==> src/rtl/serial_io_pkg.sv <==
// Shared types and helpers for the serial I/O chain controller.
package serial_io_pkg;

  // Frame controller states.
  typedef enum logic [1:0] {
    IDLE  = 2'd0,
    LOAD  = 2'd1,
    SHIFT = 2'd2,
    LATCH = 2'd3
  } state_t;

  // Frame length: long enough to shift out every output bit and capture every input bit.
  function automatic int frame_len(input int out_w, input int in_w);
    return (out_w > in_w) ? out_w : in_w;
  endfunction

endpackage

==> src/rtl/sio_tick_gen.sv <==
// Serial clock divider: emits one tick every CLK_DIV enabled cycles, held at zero while disabled.
module sio_tick_gen #(
  parameter int CLK_DIV = 2048
) (
  input  logic clk,
  input  logic rst,
  input  logic en,
  output logic tick
);

  localparam int CW = (CLK_DIV > 1) ? $clog2(CLK_DIV) : 1;
  localparam logic [CW-1:0] LAST_CNT = CW'(CLK_DIV - 1);

  logic [CW-1:0] cnt_r;

  // Divider counter: wraps at CLK_DIV-1, forced back to zero whenever the chain is not running.
  always_ff @(posedge clk) begin
    if (rst) begin
      cnt_r <= '0;
    end else if (!en) begin
      cnt_r <= '0;
    end else if (cnt_r == LAST_CNT) begin
      cnt_r <= '0;
    end else begin
      cnt_r <= cnt_r + CW'(1);
    end
  end

  assign tick = en && (cnt_r == LAST_CNT);

endmodule

==> src/rtl/serial_io_chain.sv <==
// Serial I/O chain controller: shifts a parallel word out LSB first on smosi while
// capturing smiso, then pulses sld and publishes the captured word with change detection.
module serial_io_chain
  import serial_io_pkg::*;
#(
  parameter int OUT_W   = 16,
  parameter int IN_W    = 16,
  parameter int CLK_DIV = 2048
) (
  input  logic             clk,
  input  logic             rst,
  input  logic [OUT_W-1:0] out_data,
  input  logic             out_valid,
  output logic             out_ready,
  input  logic             cont_en,
  output logic [IN_W-1:0]  in_data,
  output logic             in_valid,
  output logic             in_changed,
  input  logic             irq_en,
  input  logic             irq_clr,
  output logic             irq,
  output logic             busy,
  output logic             sclk,
  output logic             sld,
  output logic             smosi,
  input  logic             smiso
);

  localparam int N  = frame_len(OUT_W, IN_W);
  localparam int BW = $clog2(N + 1);
  localparam logic [BW-1:0] LAST_BIT = BW'(N - 1);

  state_t           state_r;
  state_t           state_s;
  logic             tick_s;
  logic             last_bit_s;
  logic [OUT_W-1:0] held_r;
  logic [N-1:0]     out_sh_r;
  logic [N-1:0]     out_nxt_s;
  logic [N-1:0]     in_sh_r;
  logic [IN_W-1:0]  in_cap_s;
  logic [BW-1:0]    bit_cnt_r;
  logic [IN_W-1:0]  in_data_r;
  logic             in_valid_r;
  logic             in_changed_r;
  logic             irq_r;
  logic             sclk_r;
  logic             sld_r;
  logic             smosi_r;

  sio_tick_gen #(.CLK_DIV(CLK_DIV)) u_tick_gen (
    .clk  (clk),
    .rst  (rst),
    .en   ((state_r == SHIFT) || (state_r == LATCH)),
    .tick (tick_s)
  );

  // The final falling serial edge of the frame ends the shift phase.
  assign last_bit_s = tick_s && sclk_r && (bit_cnt_r == LAST_BIT);
  assign out_nxt_s  = out_sh_r >> 1;
  assign in_cap_s   = in_sh_r[N-1 -: IN_W];

  // State register.
  always_ff @(posedge clk) begin
    if (rst) begin
      state_r <= IDLE;
    end else begin
      state_r <= state_s;
    end
  end

  // Next-state logic; a new word has priority over re-sending the held word.
  always_comb begin
    state_s = state_r;
    case (state_r)
      IDLE: begin
        if (out_valid || cont_en) begin
          state_s = LOAD;
        end else begin
          state_s = IDLE;
        end
      end
      LOAD: begin
        state_s = SHIFT;
      end
      SHIFT: begin
        if (last_bit_s) begin
          state_s = LATCH;
        end else begin
          state_s = SHIFT;
        end
      end
      LATCH: begin
        if (tick_s) begin
          state_s = IDLE;
        end else begin
          state_s = LATCH;
        end
      end
      default: begin
        state_s = IDLE;
      end
    endcase
  end

  // Frame datapath: word capture, shifters, serial pins and end-of-frame publication.
  always_ff @(posedge clk) begin
    if (rst) begin
      held_r       <= '0;
      out_sh_r     <= '0;
      in_sh_r      <= '0;
      bit_cnt_r    <= '0;
      in_data_r    <= '0;
      in_valid_r   <= 1'b0;
      in_changed_r <= 1'b0;
      sclk_r       <= 1'b0;
      sld_r        <= 1'b0;
      smosi_r      <= 1'b0;
    end else begin
      in_valid_r   <= 1'b0;
      in_changed_r <= 1'b0;
      case (state_r)
        IDLE: begin
          if (out_valid) begin
            held_r <= out_data;
          end
        end
        LOAD: begin
          out_sh_r  <= N'(held_r);
          in_sh_r   <= '0;
          bit_cnt_r <= '0;
          smosi_r   <= held_r[0];
        end
        SHIFT: begin
          if (tick_s) begin
            sclk_r <= ~sclk_r;
            if (!sclk_r) begin
              // Rising serial edge: sample smiso into the MSB, older samples move down.
              in_sh_r <= (in_sh_r >> 1) | (N'(smiso) << (N - 1));
            end else begin
              // Falling serial edge: present the next output bit.
              out_sh_r  <= out_nxt_s;
              smosi_r   <= out_nxt_s[0];
              bit_cnt_r <= bit_cnt_r + BW'(1);
              if (bit_cnt_r == LAST_BIT) begin
                sld_r <= 1'b1;
              end
            end
          end
        end
        LATCH: begin
          if (tick_s) begin
            sld_r        <= 1'b0;
            in_data_r    <= in_cap_s;
            in_valid_r   <= 1'b1;
            in_changed_r <= (in_cap_s != in_data_r);
          end
        end
        default: begin
          sld_r <= 1'b0;
        end
      endcase
    end
  end

  // Sticky change interrupt; a new set event beats a simultaneous clear.
  always_ff @(posedge clk) begin
    if (rst) begin
      irq_r <= 1'b0;
    end else if (in_changed_r && irq_en) begin
      irq_r <= 1'b1;
    end else if (irq_clr) begin
      irq_r <= 1'b0;
    end else begin
      irq_r <= irq_r;
    end
  end

  assign out_ready  = (state_r == IDLE);
  assign busy       = (state_r != IDLE);
  assign in_data    = in_data_r;
  assign in_valid   = in_valid_r;
  assign in_changed = in_changed_r;
  assign irq        = irq_r;
  assign sclk       = sclk_r;
  assign sld        = sld_r;
  assign smosi      = smosi_r;

endmodule

==> config.mk <==
export PLATFORM = sky130hd
export DESIGN_NAME = serial_io_chain
export DESIGN_NICKNAME = d
export VERILOG_FILES = /design/src/rtl/serial_io_pkg.sv /design/src/rtl/sio_tick_gen.sv /design/src/rtl/serial_io_chain.sv
export SDC_FILE = /design/constraint.sdc
export NUM_CORES = 1
export LEC_CHECK = 0
export ABC_AREA = 1
export ABC_CLOCK_PERIOD_IN_PS = 4200
export CAP_MARGIN = 20
export CORE_ASPECT_RATIO = 0.8
export CORE_MARGIN = 2
export CORE_UTILIZATION = 31
export CTS_CLUSTER_DIAMETER = 80
export DETAILED_ROUTE_END_ITERATION = 16
export PLACE_DENSITY = 0.56
export SLEW_MARGIN = 20
export SYNTH_ARGS = -nofsm -noshare
export SYNTH_HDL_FRONTEND = slang
export SYNTH_SLANG_ARGS = --single-unit
==> constraint.sdc <==
create_clock -name clk -period 4.2 [get_ports clk]
set_clock_uncertainty 0.1 [all_clocks]
set_input_delay 0.84 -clock clk [delete_from_list [all_inputs] [get_ports clk]]
set_output_delay 0.84 -clock clk [all_outputs]
set_load 0.02 [all_outputs]
=== Word-level counts from Yosys, hierarchy flattened ===
Cells that the tools add are included.
W data, S select, Z words.

* Bits in registers: 88
* Bits of input ports: 23
* Output and inout port bits: 24
* Word-level logic and storage cells: 75

* Add/sub/neg operators: 2
* Eq/ne operators: 11
* Muxes and demuxes: 24
* Bitwise logic cells: 5
* Reductions and logical operators: 20

{| class="wikitable"
|+ Operators by type and width
! kind !! number
|-
| $mux W16 || 4
|-
| $pmux W16 S2 || 2
|-
| $ne A16 B16 Y1 || 1
|-
| $or A15 B16 Y16 || 1
|-
| $add A11 B1 Y11 const B || 1
|-
| $eq A11 B11 Y1 const B || 1
|-
| $mux W1 || 11
|-
| $mux W5 || 2
|-
| $pmux W5 S2 || 1
|-
| $ne A2 B2 Y1 const B || 4
|-
| $pmux W2 S4 || 1
|-
| $reduce_bool A2 Y1 || 4
|-
| $reduce_and A2 Y1 || 3
|-
| $reduce_and A3 Y1 || 2
|-
| $reduce_or A3 Y1 || 2
|-
| $add A5 B1 Y5 const B || 1
|-
| $eq A5 B4 Y1 const B || 1
|-
| $reduce_and A5 Y1 || 1
|-
| $eq A2 B2 Y1 const B || 2
|-
| $logic_and A1 B1 Y1 || 4
|-
| $not A1 Y1 || 4
|-
| $pmux W1 S2 || 2
|-
| $eq A2 B1 Y1 const B || 1
|-
| $logic_not A2 Y1 || 1
|-
| other kinds (4) || 5
|}

=== Logic depth before layout (Yosys ltp) ===
* Depth in word-level cells: 7
* Depth in mapped cells: 10
* Gate-level depth less buffers: 10

=== By module ===
From an unflattened synthesis, not the netlist that was laid out.

* Cells, all modules: 514
* Area total of the unflattened synthesis: 3,771.1 um2

{| class="wikitable"
|+ By module, submodules not included
! module !! instances !! cells each !! area each (um2) !! sequential area each (um2)
|-
| serial_io_chain || 1 || 446 || 3,221.8 || 1,521.5
|-
| sio_tick_gen || 1 || 68 || 549.3 || 220.2
|}

=== Least setup slack after synthesis ===
Ideal clock, no wire load.

* Path kind: input port to flip-flop
* Start point: input rst
* End point: register u_tick_gen.cnt_r[3]
* Library setup time: 80 ps
* Arrival time: 1,653 ps
* Data required time: 4,020 ps
* Path slack: 2,367 ps
* Stages on the path: 5
* Buffers on the path: 2
* Cell sequence: inv_1 > clkbuf_1 > nand3_1 > buf_2 > nor3b_1

* Word-level cells in the longest chain between the ends: 1

{| class="wikitable"
|+ Ends and longest elaborated chain
! item !! line !! source
|-
| start, declared || serial_io_chain.sv:11 || <nowiki>input logic rst,</nowiki>
|-
| $reduce_or A3 Y1 (no source line) || - ||
|-
| end signal, assigned || sio_tick_gen.sv:25 || <nowiki>cnt_r <= cnt_r + CW'(1);</nowiki>
|-
| end, declared || sio_tick_gen.sv:14 || <nowiki>logic [CW-1:0] cnt_r;</nowiki>
|}

No other way between the ends.
A chain may end at the register's enable or synchronous reset.

=== Worst setup path in the final report ===
* Start point: register state_r[1]
* End point: output busy

* Word-level cells in the longest chain between the ends: 1

{| class="wikitable"
|+ Ends and longest elaborated chain
! item !! line !! source
|-
| start, declared || serial_io_chain.sv:33 || <nowiki>state_t state_r;</nowiki>
|-
| start signal, assigned || serial_io_chain.sv:68 || <nowiki>state_r <= state_s;</nowiki>
|-
| $reduce_bool A2 Y1 || serial_io_chain.sv:180 || <nowiki>assign busy = (state_r != IDLE);</nowiki>
|-
| end, declared || serial_io_chain.sv:22 || <nowiki>output logic busy,</nowiki>
|}

No other way between the ends.

==> results.tsv <==
metric	value	unit
fin_area	0.004676	mm²
internal-power	1.417	mW
grt_max_degree	38	
setup.worst_path.start	state_r[1]$_SDFF_PP0_	
synthFlopType	dfxtp_1	
drv_cap	0	
start_kind	flop	
rr_worst_depth	7	
cts_hold_buf	0	
path_delay_family	buffers and inverters	
arrival	1.64	ns
clk_pin_slew	0.06	ns
clock_latency	0.34	ns
grt-ovfl-total	0	
routed_wl	8.077	mm
rows	36	
antenna_found_initial	0	
start_util	0.3178	
hold_viol_final	0	
yosys_register_bits	87	
slew_headroom	0.5562	
crit_type	reg2out	
timing.rr.end	out_sh_r[15]$_SDFFE_PP0P_	
cp.required	3.26	ns
synthArstFlopShare	0	
outcome	finished, final reports clean	
synth.cell_area	0.003865	mm²
antenna_cells	0	
slowest_stage	clkdlybuf4s50_1	
yosysSeqAreaShare	0.4506	
crit_buf_inv	2	
worst-path-stages	3	
combPwrFrac	0.107	
mostFrequentLayoutCells	nand2_1 (96), dfxtp_1 (87), nor2_1 (72), inv_1 (54), clkdlybuf4s50_1 (46)	
vias	3258	
path_max_fanout	8	
ir_worst_vdd	0.0001838	V
grt_setup_unrepaired	no	
drive_above_1_share	0.07348	
synthesis.nets	545	
cts_max_level	3	
antenna_left	0	
reg2reg_slack	1.94	ns
final_common_cell	nand2_1	
viasPerCell	4.589	
core	0.01216	mm²
power_per_cell_area	400.0	mW/mm²
netSwitchingFraction	0.2426	
cts_setup_buffers	0	
drc	0	
cts_sinks	87	
cts.repair.resized	0	
drt-initial-drc-count	173	
ios	47	
crit_path_end_kind	output pin	
seq_power_share	0.472	
grt_usage	0.1306	
seqCellArea	0.001742	mm²
syn_area_per_cell	7.447	µm²
period_minus_slack	2.578	ns
die_h	103.9	µm
power	1.870	mW
gp_congestion	0.7158	
syn_inst	519	
cts_buffer_depth	2	
multi_input_area	0.001763	mm²
synth_cell_types	38	
die_w	128.8	µm
path_cells	nor2_2 -> inv_1 -> clkdlybuf4s50_1	
hpwl	5.389	mm
layout_worst_path_cycle_share	0.6138	
r2r-start	state_r[1]$_SDFF_PP0_	
fin_nets	579	
tritoncts	done	
tightest_slew	0.6633	ns
p_leak	1.822	nW
die-area	0.01338	mm²
finalMaxSlewViolations	0	
dpl_cell_area	0.004384	mm²
setup-tns-final	0	ns
grt_pass1_wl	14.32	mm
numCtsBuffers	9	
synth_warnings	0	
p_clk_frac	0.422	
dr.pass1.iters	6	
slowest_delay	0.61	ns
wl_per_cell	11.38	µm
clockRootBuffer	clkbuf_16	
fillers	1291	
fmax	0.3879	GHz
syn2layout_area_growth	20.98	%
p_sw	0.4536	mW
portBuffers	46	
endpoint	busy	
setup_viol	0	
grt_pass1_vias	3142	
hold_class	reg2reg	
synth_edf_count	0	
-- worst reg2reg max path, delay by kind of cell (launching register included) --
| family | cells | cell delay (ns) |
|---|---|---|
| buffers and inverters | 1 | 0.30 |
| flip-flops | 1 | 0.48 |
| AND/OR/NAND/NOR | 6 | 1.28 |
-- stage by stage --
step	util	hold WS [ns]	cells	setup WS [ns]
after floorplan	-	0.3175	519	2.367
after global placement	0.3605	0.3263	694	1.367
after detailed placement	0.3605	0.3474	694	1.282
after CTS	0.3845	0.3588	710	1.605
after global routing	0.3845	0.3716	710	1.454
final	0.3845	0.3544	710	1.622
-- worst min-delay path by stage --
| stage | from | end | cells after the start |
|---|---|---|---|
| CTS | irq$_SDFFE_PP0P_ | irq$_SDFFE_PP0P_ | 2 |
| global placement | u_tick_gen.cnt_r[0]$_SDFF_PP0_ | u_tick_gen.cnt_r[0]$_SDFF_PP0_ | 1 |
| floorplan | u_tick_gen.cnt_r[0]$_SDFF_PP0_ | u_tick_gen.cnt_r[0]$_SDFF_PP0_ | 1 |
| detailed placement | u_tick_gen.cnt_r[0]$_SDFF_PP0_ | u_tick_gen.cnt_r[0]$_SDFF_PP0_ | 1 |
| finish | u_tick_gen.cnt_r[0]$_SDFF_PP0_ | u_tick_gen.cnt_r[0]$_SDFF_PP0_ | 1 |
| global route | u_tick_gen.cnt_r[10]$_SDFF_PP0_ | u_tick_gen.cnt_r[10]$_SDFF_PP0_ | 2 |
-- cells by family after synthesis --
kind of cell | after synthesis | synth area share
adders and majority gates | 3 | 0.009713
AOI/OAI and AO/OA | 95 | 0.1327
xor gates and xnor gates | 13 | 0.02946
DFF | 87 | 0.4506
and+or+nand+nor | 240 | 0.2842
buffers and inverters | 81 | 0.09323
-- routing by layer --
layer	routed length (µm)	track usage	share of wire
met5	0	0	0
met4	124	0.04348	0.015
met1	4031	0.1730	0.50
met3	302	0.03807	0.037
met2	3619	0.2037	0.45
-- power by group through the flow --
stage          Combinational, mW  Sequential (mW)  Clock (mW)
6_report                   0.200            0.882       0.789
4_1_cts                    0.203            0.882       0.811
2_1_floorplan              0.146            0.895           0
3_3_place_gp               0.198            0.899           0
3_5_place_dp               0.202            0.900           0
5_1_grt                    0.230            0.886       0.845
-- cells in the mapped netlist, types with 4 or more instances --
cell	n	area, µm²
buf_2	8	40.04
nand2_1	96	360.4
clkbuf_1	9	33.78
inv_1	54	202.7
o22ai_1	5	31.28
buf_6	4	45.04
nor2_1	72	270.3
nand3_1	42	210.2
dfxtp_1	87	1742
o21ai_0	40	200.2
xnor2_1	11	96.34
a21oi_1	42	210.2
nand2_2	4	25.02
-- flip-flops by register name, indices dropped and copies added (netlist names) --
name / cells
held_r: 16
in_cap_s: 16
in_data: 16
out_sh_r: 16
u_tick_gen.cnt_r: 11
bit_cnt_r: 5
state_r: 2
in_changed: 1
in_valid: 1
irq: 1
sclk: 1
sld: 1
-- layout make-up --
class,count,area share
Multi-Input combinational cell,351,0.3770
Clock buffer,12,0.05272
Tap cell,152,0.04067
Clock inverter,4,0.009633
Timing Repair Buffer,49,0.1033
Sequential cell,87,0.3725
Inverter,55,0.04415
(Power assumes the default switching activity.)
